### src/rtl/brom_pkg.sv
// Shared FSM type and buffer sizing for the block-ROM burst reader.
package brom_pkg;

  typedef enum logic [1:0] {
    IDLE,
    ISSUE,
    DRAIN
  } state_t;

  localparam int unsigned ROM_LAT_MAX = 3;

  function automatic int unsigned fifo_depth(input int unsigned lat);
    return lat + 2;
  endfunction

endpackage

### src/rtl/brom_burst_fifo.sv
// Small synchronous FIFO with occupancy count; the head entry is always a register.
module brom_burst_fifo #(
  parameter int unsigned WIDTH = 8,
  parameter int unsigned DEPTH = 3
) (
  input  logic                           clk,
  input  logic                           rst_n,
  input  logic                           push,
  input  logic [WIDTH-1:0]               wdata,
  input  logic                           pop,
  output logic [WIDTH-1:0]               head,
  output logic [$clog2(DEPTH+1)-1:0]     count
);

  localparam int unsigned CW = $clog2(DEPTH + 1);

  logic [WIDTH-1:0] mem [DEPTH];
  logic             do_push;
  logic             do_pop;
  logic [CW-1:0]    wpos;

  always_comb begin
    do_pop  = pop && (count != '0);
    do_push = push && ((count != CW'(DEPTH)) || do_pop);
    wpos    = do_pop ? count - CW'(1) : count;
  end

  // Shift-down organisation keeps the oldest word in mem[0].
  always_ff @(posedge clk or negedge rst_n) begin
    if (!rst_n) begin
      for (int unsigned i = 0; i < DEPTH; i++) begin
        mem[i] <= '0;
      end
      count <= '0;
    end else begin
      for (int unsigned i = 0; i < DEPTH; i++) begin
        if (do_push && (i == 32'(wpos))) begin
          mem[i] <= wdata;
        end else if (do_pop && (i < DEPTH - 1)) begin
          mem[i] <= mem[(i + 1) % DEPTH];
        end
      end
      count <= count + CW'(do_push) - CW'(do_pop);
    end
  end

  assign head = mem[0];

endmodule

### src/rtl/brom_burst_reader.sv
// Sequential/circular burst reader from a synchronous-read ROM onto a
// valid/ready stream, with credit-based flow control so no ROM data is lost.
module brom_burst_reader
  import brom_pkg::*;
#(
  parameter int unsigned ADDR_W  = 13,
  parameter int unsigned DATA_W  = 14,
  parameter int unsigned ROM_LAT = 1
) (
  input  logic              clk,
  input  logic              rst_n,
  input  logic              start,
  input  logic [ADDR_W-1:0] base_addr,
  input  logic [ADDR_W-1:0] length,
  input  logic              circ,
  input  logic              stop,
  output logic              busy,
  output logic              done,
  output logic              rom_en,
  output logic [ADDR_W-1:0] rom_addr,
  input  logic [DATA_W-1:0] rom_data,
  output logic              m_valid,
  input  logic              m_ready,
  output logic [DATA_W-1:0] m_data,
  output logic [ADDR_W-1:0] m_index,
  output logic              m_last
);

  localparam int unsigned DEPTH = fifo_depth(ROM_LAT);
  localparam int unsigned CW    = $clog2(DEPTH + 1);
  localparam int unsigned EW    = DATA_W + ADDR_W + 1;

  state_t            state;
  logic [ADDR_W-1:0] base_q;
  logic [ADDR_W-1:0] len_q;
  logic              circ_q;
  logic [ADDR_W-1:0] offset;
  logic [ADDR_W-1:0] iss_idx;
  logic              iss_last;

  logic              pipe_v   [ROM_LAT];
  logic [ADDR_W:0]   pipe_tag [ROM_LAT];

  logic [CW-1:0]     fifo_count;
  logic [EW-1:0]     head;
  logic              push;
  logic              xfer;
  logic              credit_ok;
  logic              is_last;
  logic              issue;
  logic              drained;
  int unsigned       pending;

  // The pending transfer is credited back in the same cycle so a steady
  // stream with m_ready high sustains one read per cycle.
  always_comb begin
    pending = rom_en ? 32'd1 : 32'd0;
    for (int unsigned i = 0; i < ROM_LAT; i++) begin
      if (pipe_v[i]) pending = pending + 32'd1;
    end
    xfer      = m_valid && m_ready;
    credit_ok = (32'(fifo_count) + pending - (xfer ? 32'd1 : 32'd0)) < DEPTH;
    is_last   = (offset == len_q - ADDR_W'(1));
    issue     = (state == ISSUE) && credit_ok && (!stop || (is_last && !circ_q));
    drained   = (pending == 32'd0) &&
                ((32'(fifo_count) - (xfer ? 32'd1 : 32'd0)) == 32'd0);
  end

  always_ff @(posedge clk or negedge rst_n) begin
    if (!rst_n) begin
      state    <= IDLE;
      base_q   <= '0;
      len_q    <= '0;
      circ_q   <= 1'b0;
      offset   <= '0;
      iss_idx  <= '0;
      iss_last <= 1'b0;
      rom_en   <= 1'b0;
      rom_addr <= '0;
      busy     <= 1'b0;
      done     <= 1'b0;
    end else begin
      rom_en <= 1'b0;
      done   <= 1'b0;
      unique case (state)
        IDLE: begin
          if (start) begin
            base_q <= base_addr;
            len_q  <= length;
            circ_q <= circ;
            if (length == '0) begin
              done <= 1'b1;
            end else begin
              busy     <= 1'b1;
              rom_en   <= 1'b1;
              rom_addr <= base_addr;
              iss_idx  <= '0;
              iss_last <= (length == ADDR_W'(1));
              if (length == ADDR_W'(1)) begin
                offset <= '0;
                state  <= circ ? ISSUE : DRAIN;
              end else begin
                offset <= ADDR_W'(1);
                state  <= ISSUE;
              end
            end
          end
        end
        ISSUE: begin
          if (issue) begin
            rom_en   <= 1'b1;
            rom_addr <= base_q + offset;
            iss_idx  <= offset;
            iss_last <= is_last;
            offset   <= is_last ? '0 : offset + ADDR_W'(1);
          end
          if (stop || (issue && is_last && !circ_q)) begin
            state <= DRAIN;
          end
        end
        DRAIN: begin
          if (drained) begin
            done  <= 1'b1;
            busy  <= 1'b0;
            state <= IDLE;
          end
        end
        default: state <= IDLE;
      endcase
    end
  end

  // Index/last tags travel alongside the read through the ROM latency.
  always_ff @(posedge clk or negedge rst_n) begin
    if (!rst_n) begin
      for (int unsigned i = 0; i < ROM_LAT; i++) begin
        pipe_v[i]   <= 1'b0;
        pipe_tag[i] <= '0;
      end
    end else begin
      pipe_v[0]   <= rom_en;
      pipe_tag[0] <= {iss_idx, iss_last};
      for (int unsigned i = 1; i < ROM_LAT; i++) begin
        pipe_v[i]   <= pipe_v[i-1];
        pipe_tag[i] <= pipe_tag[i-1];
      end
    end
  end

  assign push = pipe_v[ROM_LAT-1];

  brom_burst_fifo #(
    .WIDTH (EW),
    .DEPTH (DEPTH)
  ) u_fifo (
    .clk   (clk),
    .rst_n (rst_n),
    .push  (push),
    .wdata ({rom_data, pipe_tag[ROM_LAT-1]}),
    .pop   (xfer),
    .head  (head),
    .count (fifo_count)
  );

  assign m_valid                   = (fifo_count != '0);
  assign {m_data, m_index, m_last} = head;

endmodule

### config.mk
export PLATFORM = sky130hd
export DESIGN_NAME = brom_burst_reader
export DESIGN_NICKNAME = d
export VERILOG_FILES = /design/src/rtl/brom_pkg.sv /design/src/rtl/brom_burst_fifo.sv /design/src/rtl/brom_burst_reader.sv
export SDC_FILE = /design/constraint.sdc
export NUM_CORES = 1
export LEC_CHECK = 0
export ABC_CLOCK_PERIOD_IN_PS = 12930
export BUFFER_PORTS_ARGS = -buffer_cell sky130_fd_sc_hd__buf_4
export CAP_MARGIN = 10
export CORE_AREA = 2 2 85 169
export CTS_BUF_LIST = sky130_fd_sc_hd__clkbuf_8
export DETAILED_ROUTE_END_ITERATION = 10
export DIE_AREA = 0 0 87 171
export PLACE_DENSITY_LB_ADDON = 0.08
export SYNTH_ARGS = -nofsm -noshare
export SYNTH_HDL_FRONTEND = slang
export SYNTH_SLANG_ARGS = --single-unit
### constraint.sdc
create_clock -name clk -period 12.93 [get_ports clk]
set_input_delay 0.6465 -clock clk [delete_from_list [all_inputs] [get_ports clk]]
set_output_delay 0.6465 -clock clk [all_outputs]
set_load 0.01 [all_outputs]
==> results by group <==
Status
  – Result of the run: finished clean

Placement
  – Post-place instance area: 9300 sq um
  – Placed cell count: 1002
  – Count of input and output buffers: 90
  – DP Wirelength: 11.4 mm
  – RD Place Congestion: 0.840

Layout
  – Inserted Diodes: 0
  – Most common cell after layout, fill and taps aside: dfrtp_1
  – Finished Cell Area: 9680 sq um
  – Proportion of layout cells with a drive suffix above 1: 0.225
  – Post-layout utilization of the core: 0.709
  – Final Instance Count excl. Fillers: 1034
  – Nets: 936
  – Commonest cells after routing, fill and taps aside: 173 x dfrtp_1, 96 x buf_4, 71 x mux2i_1
  – P&R area growth vs syn: 11.2%
  – Fill cell instance count of the final layout: 1050

Timing
  – Final period demand of the worst path: 5.79 ns
  – Setup Viol. Count Final: 0
  – Achievable clock frequency: 173 MHz
  – Post-route clock skew: 0.0180 ns
  – Tightest slew margin relative to the limit: 0.294
  – Share of the clock period used by the worst path after layout: 0.447
  – Final setup TNS: 0 ns
  – RSZ-0062 raised after global routing: false
  – Max Slew Vio Count: 0
  – Transition at the pin with the smallest max-transition slack: 1.06 ns
  – Hold violation total from the final report: 0

Route
  – Remaining number of nets flagged by the antenna check after routing: 0
  – Iteration count of the initial detailed-routing pass: 4
  – Routed wire per std cell: 16.8 microns
  – Number of vias after detailed routing: 6005
  – Vias per cell: 5.81
  – Total wire length: 17.3 mm
  – Iteration-0 DRC Markers: 316
  – Drc violations: 0

Floorplanning
  – Die ar.: 14900 sq um
  – Core area: 13700 sq um
  – Die width: 87 microns
  – Die Ht: 171 microns
  – Rows: 61
  – Effective utilization at floorplan: 0.638
  – Top-level port count: 91

Global routing
  – Wire length of the first global-routing pass: 29.3 mm
  – Vias in the first global route: 5951
  – Remaining global-route overflow: 0
  – GRT Total Usage: 0.253
  – Maximum number of pins on one net before global-route repair: 95
  – Number of antenna violations at the first check in global routing: 0

Worst setup path
  – Worst Setup Path Type: reg -> reg
  – Element type at the critical path end: flip-flop
  – Crit path required time: 13.30 ns
  – Maximum fanout along the worst path: 61
  – Critical path arrival: 6.15 ns
  – Category of the worst setup path launch point: flip-flop

Synthesis
  – Total of warnings raised by yosys: 0
  – Post-Synthesis Mean Instance Area: 10.7 sq um
  – Async S/R FF share, synth: 1.00
  – Nets in the synthesized netlist: 889
  – Top flip-flop cell by instance count after synthesis: dfrtp_1
  – Netlist cell types: 55
  – Post-synthesis sequential area ratio: 0.497
  – Register bit count reported by yosys: 173
  – Synthesized instance count: 817
  – Number of synthesized flops with an enable pin: 0
  – Cell area after synthesis: 8710 sq um

Clocking
  – CTS Sinks: 173
  – Clock root buffer: clkbuf_8
  – Number of buffers inserted for hold repair after clock tree synthesis: 0
  – Insertion delay of the later-clocked pin in the worst-skew pair: 0.48 ns
  – Max clock buf depth: 2
  – H-tree Lvls: 4
  – Clock tree from TritonCTS: yes
  – Number of CTS-inserted buffers: 17
  – Cells resized by post-CTS repair: 0
  – Setup Buffers After CTS: 0
  – Clock edge transition at the registers on the reported setup and hold paths: 0.10 ns

Min path
  – HP Class: in -> async

Power
  – Peak supply drop: 0.138 mV
  – Leakage power figure: 4.59 nW
  – Power density relative to cell area: 251 nW/um^2

Run
  – Max-cap violations: 0
==> metal layers <==
layer | vias up | GRT usage | share of wire | wire length (microns)
met5 | - | 0 | 0 | 0
met4 | 0 | 0.101 | 0.023 | 397
met3 | 28 | 0.0371 | 0.037 | 635
met2 | 134 | 0.413 | 0.52 | 9010
met1 | 2932 | 0.337 | 0.42 | 7290
li1 | 2911 | - | - | -
==> synthesized netlist by cell type, types with 4 or more instances <==
library cell / n / area, sq um
inv_1: 47 / 176
xnor2_1: 15 / 131
ha_1: 24 / 300
buf_1: 7 / 26.3
nor4_1: 8 / 50.1
clkbuf_1: 31 / 116
o211ai_1: 10 / 75.1
a21oi_1: 43 / 215
nand3_1: 17 / 85.1
dfrtp_1: 173 / 4330
nor2_1: 47 / 176
o21a_1: 4 / 30.0
mux2_2: 52 / 586
xor2_1: 13 / 114
mux2_1: 14 / 158
mux2i_1: 71 / 711
nand2_1: 71 / 267
buf_4: 28 / 210
nor3_1: 6 / 30.0
a211oi_1: 4 / 30.0
nand4_1: 14 / 87.6
o21ai_0: 50 / 250
nand2b_1: 7 / 43.8
o31ai_1: 7 / 52.6
or2_2: 4 / 25.0
==> area by class of cell <==
type,instances,area [sq um],area share
Tap cell,157,196,0.0203
Clock buffer,17,234,0.0242
Multi-Input combinational cell,528,3860,0.399
Clock inverter,15,155,0.0160
Timing Repair Buffer,97,732,0.0756
Inverter,47,176,0.0182
Sequential cell,173,4330,0.447
==> cell families after synthesis <==
logic type                 share of synthesized area
and+or+nand+nor                                0.109
adders and majority gates                     0.0391
muxes                                          0.167
AOI/OAI and AO/OA                             0.0963
DFF                                            0.497
buffers and inverters                         0.0639
xor gates and xnor gates                      0.0282
==> power breakdown <==
part	internal, W	switching [W]
clock	0.000159	0.000217
sequential	0.000772	0.000188
combinational	0.000529	0.000561
total	0.00146	0.000966
==> per-stage QoR <==
stage	setup WS, ns	hold WS, ns	total power, W
after floorplan	8.36	0.347	0.00178
after global placement	7.25	0.371	0.00201
after detailed placement	7.12	0.366	0.00206
after CTS	7.10	0.271	0.00245
after global routing	6.65	0.315	0.00263
final	7.14	0.236	0.00243
==> path summary, 6_finish.rpt <==
kind                            startpoint         endpoint  slack (ns)  cells after the start
max reg2reg                u_fifo.count[1]         iss_last        7.14                     18
max                        u_fifo.count[1]         iss_last        7.14                     18
min in group clk                 length[1]         len_q[1]        0.38                      3
max in group asynchronous            rst_n  u_fifo.head[11]       11.14                      2
min reg2reg                    iss_idx[12]     pipe_tag[13]        0.38                      0
min                                  rst_n        base_q[2]        0.24                      1
==> sequential cells by signal, indices dropped and copies added (netlist names) <==
signal and cells:
circ_q 1, pipe_tag 14, busy 1, state 2, iss_last 1, u_fifo.head 28, base_q 13, done 1
u_fifo.count 2, rom_addr 13, len_q 13, iss_idx 13, rom_en 1, offset 13, pipe_v 1, u_fifo.mem 56
==> critical path, stage by stage, from the launching register on <==
cell and delay [ns]:
dfrtp_1 0.43, inv_1 0.13, ha_1 0.16, inv_1 0.07, nand2_4 0.75, inv_1 0.11, ha_1 0.43, inv_1 0.13
ha_1 0.17, inv_1 0.05, fa_1 0.36, ha_1 0.28, nand2b_1 0.05, a2111oi_0 0.47, nor2b_1 0.77, a21oi_1 0.22
o21ai_4 0.28, buf_4 0.45, mux2_1 0.35
(Power assumes the default switching activity.)
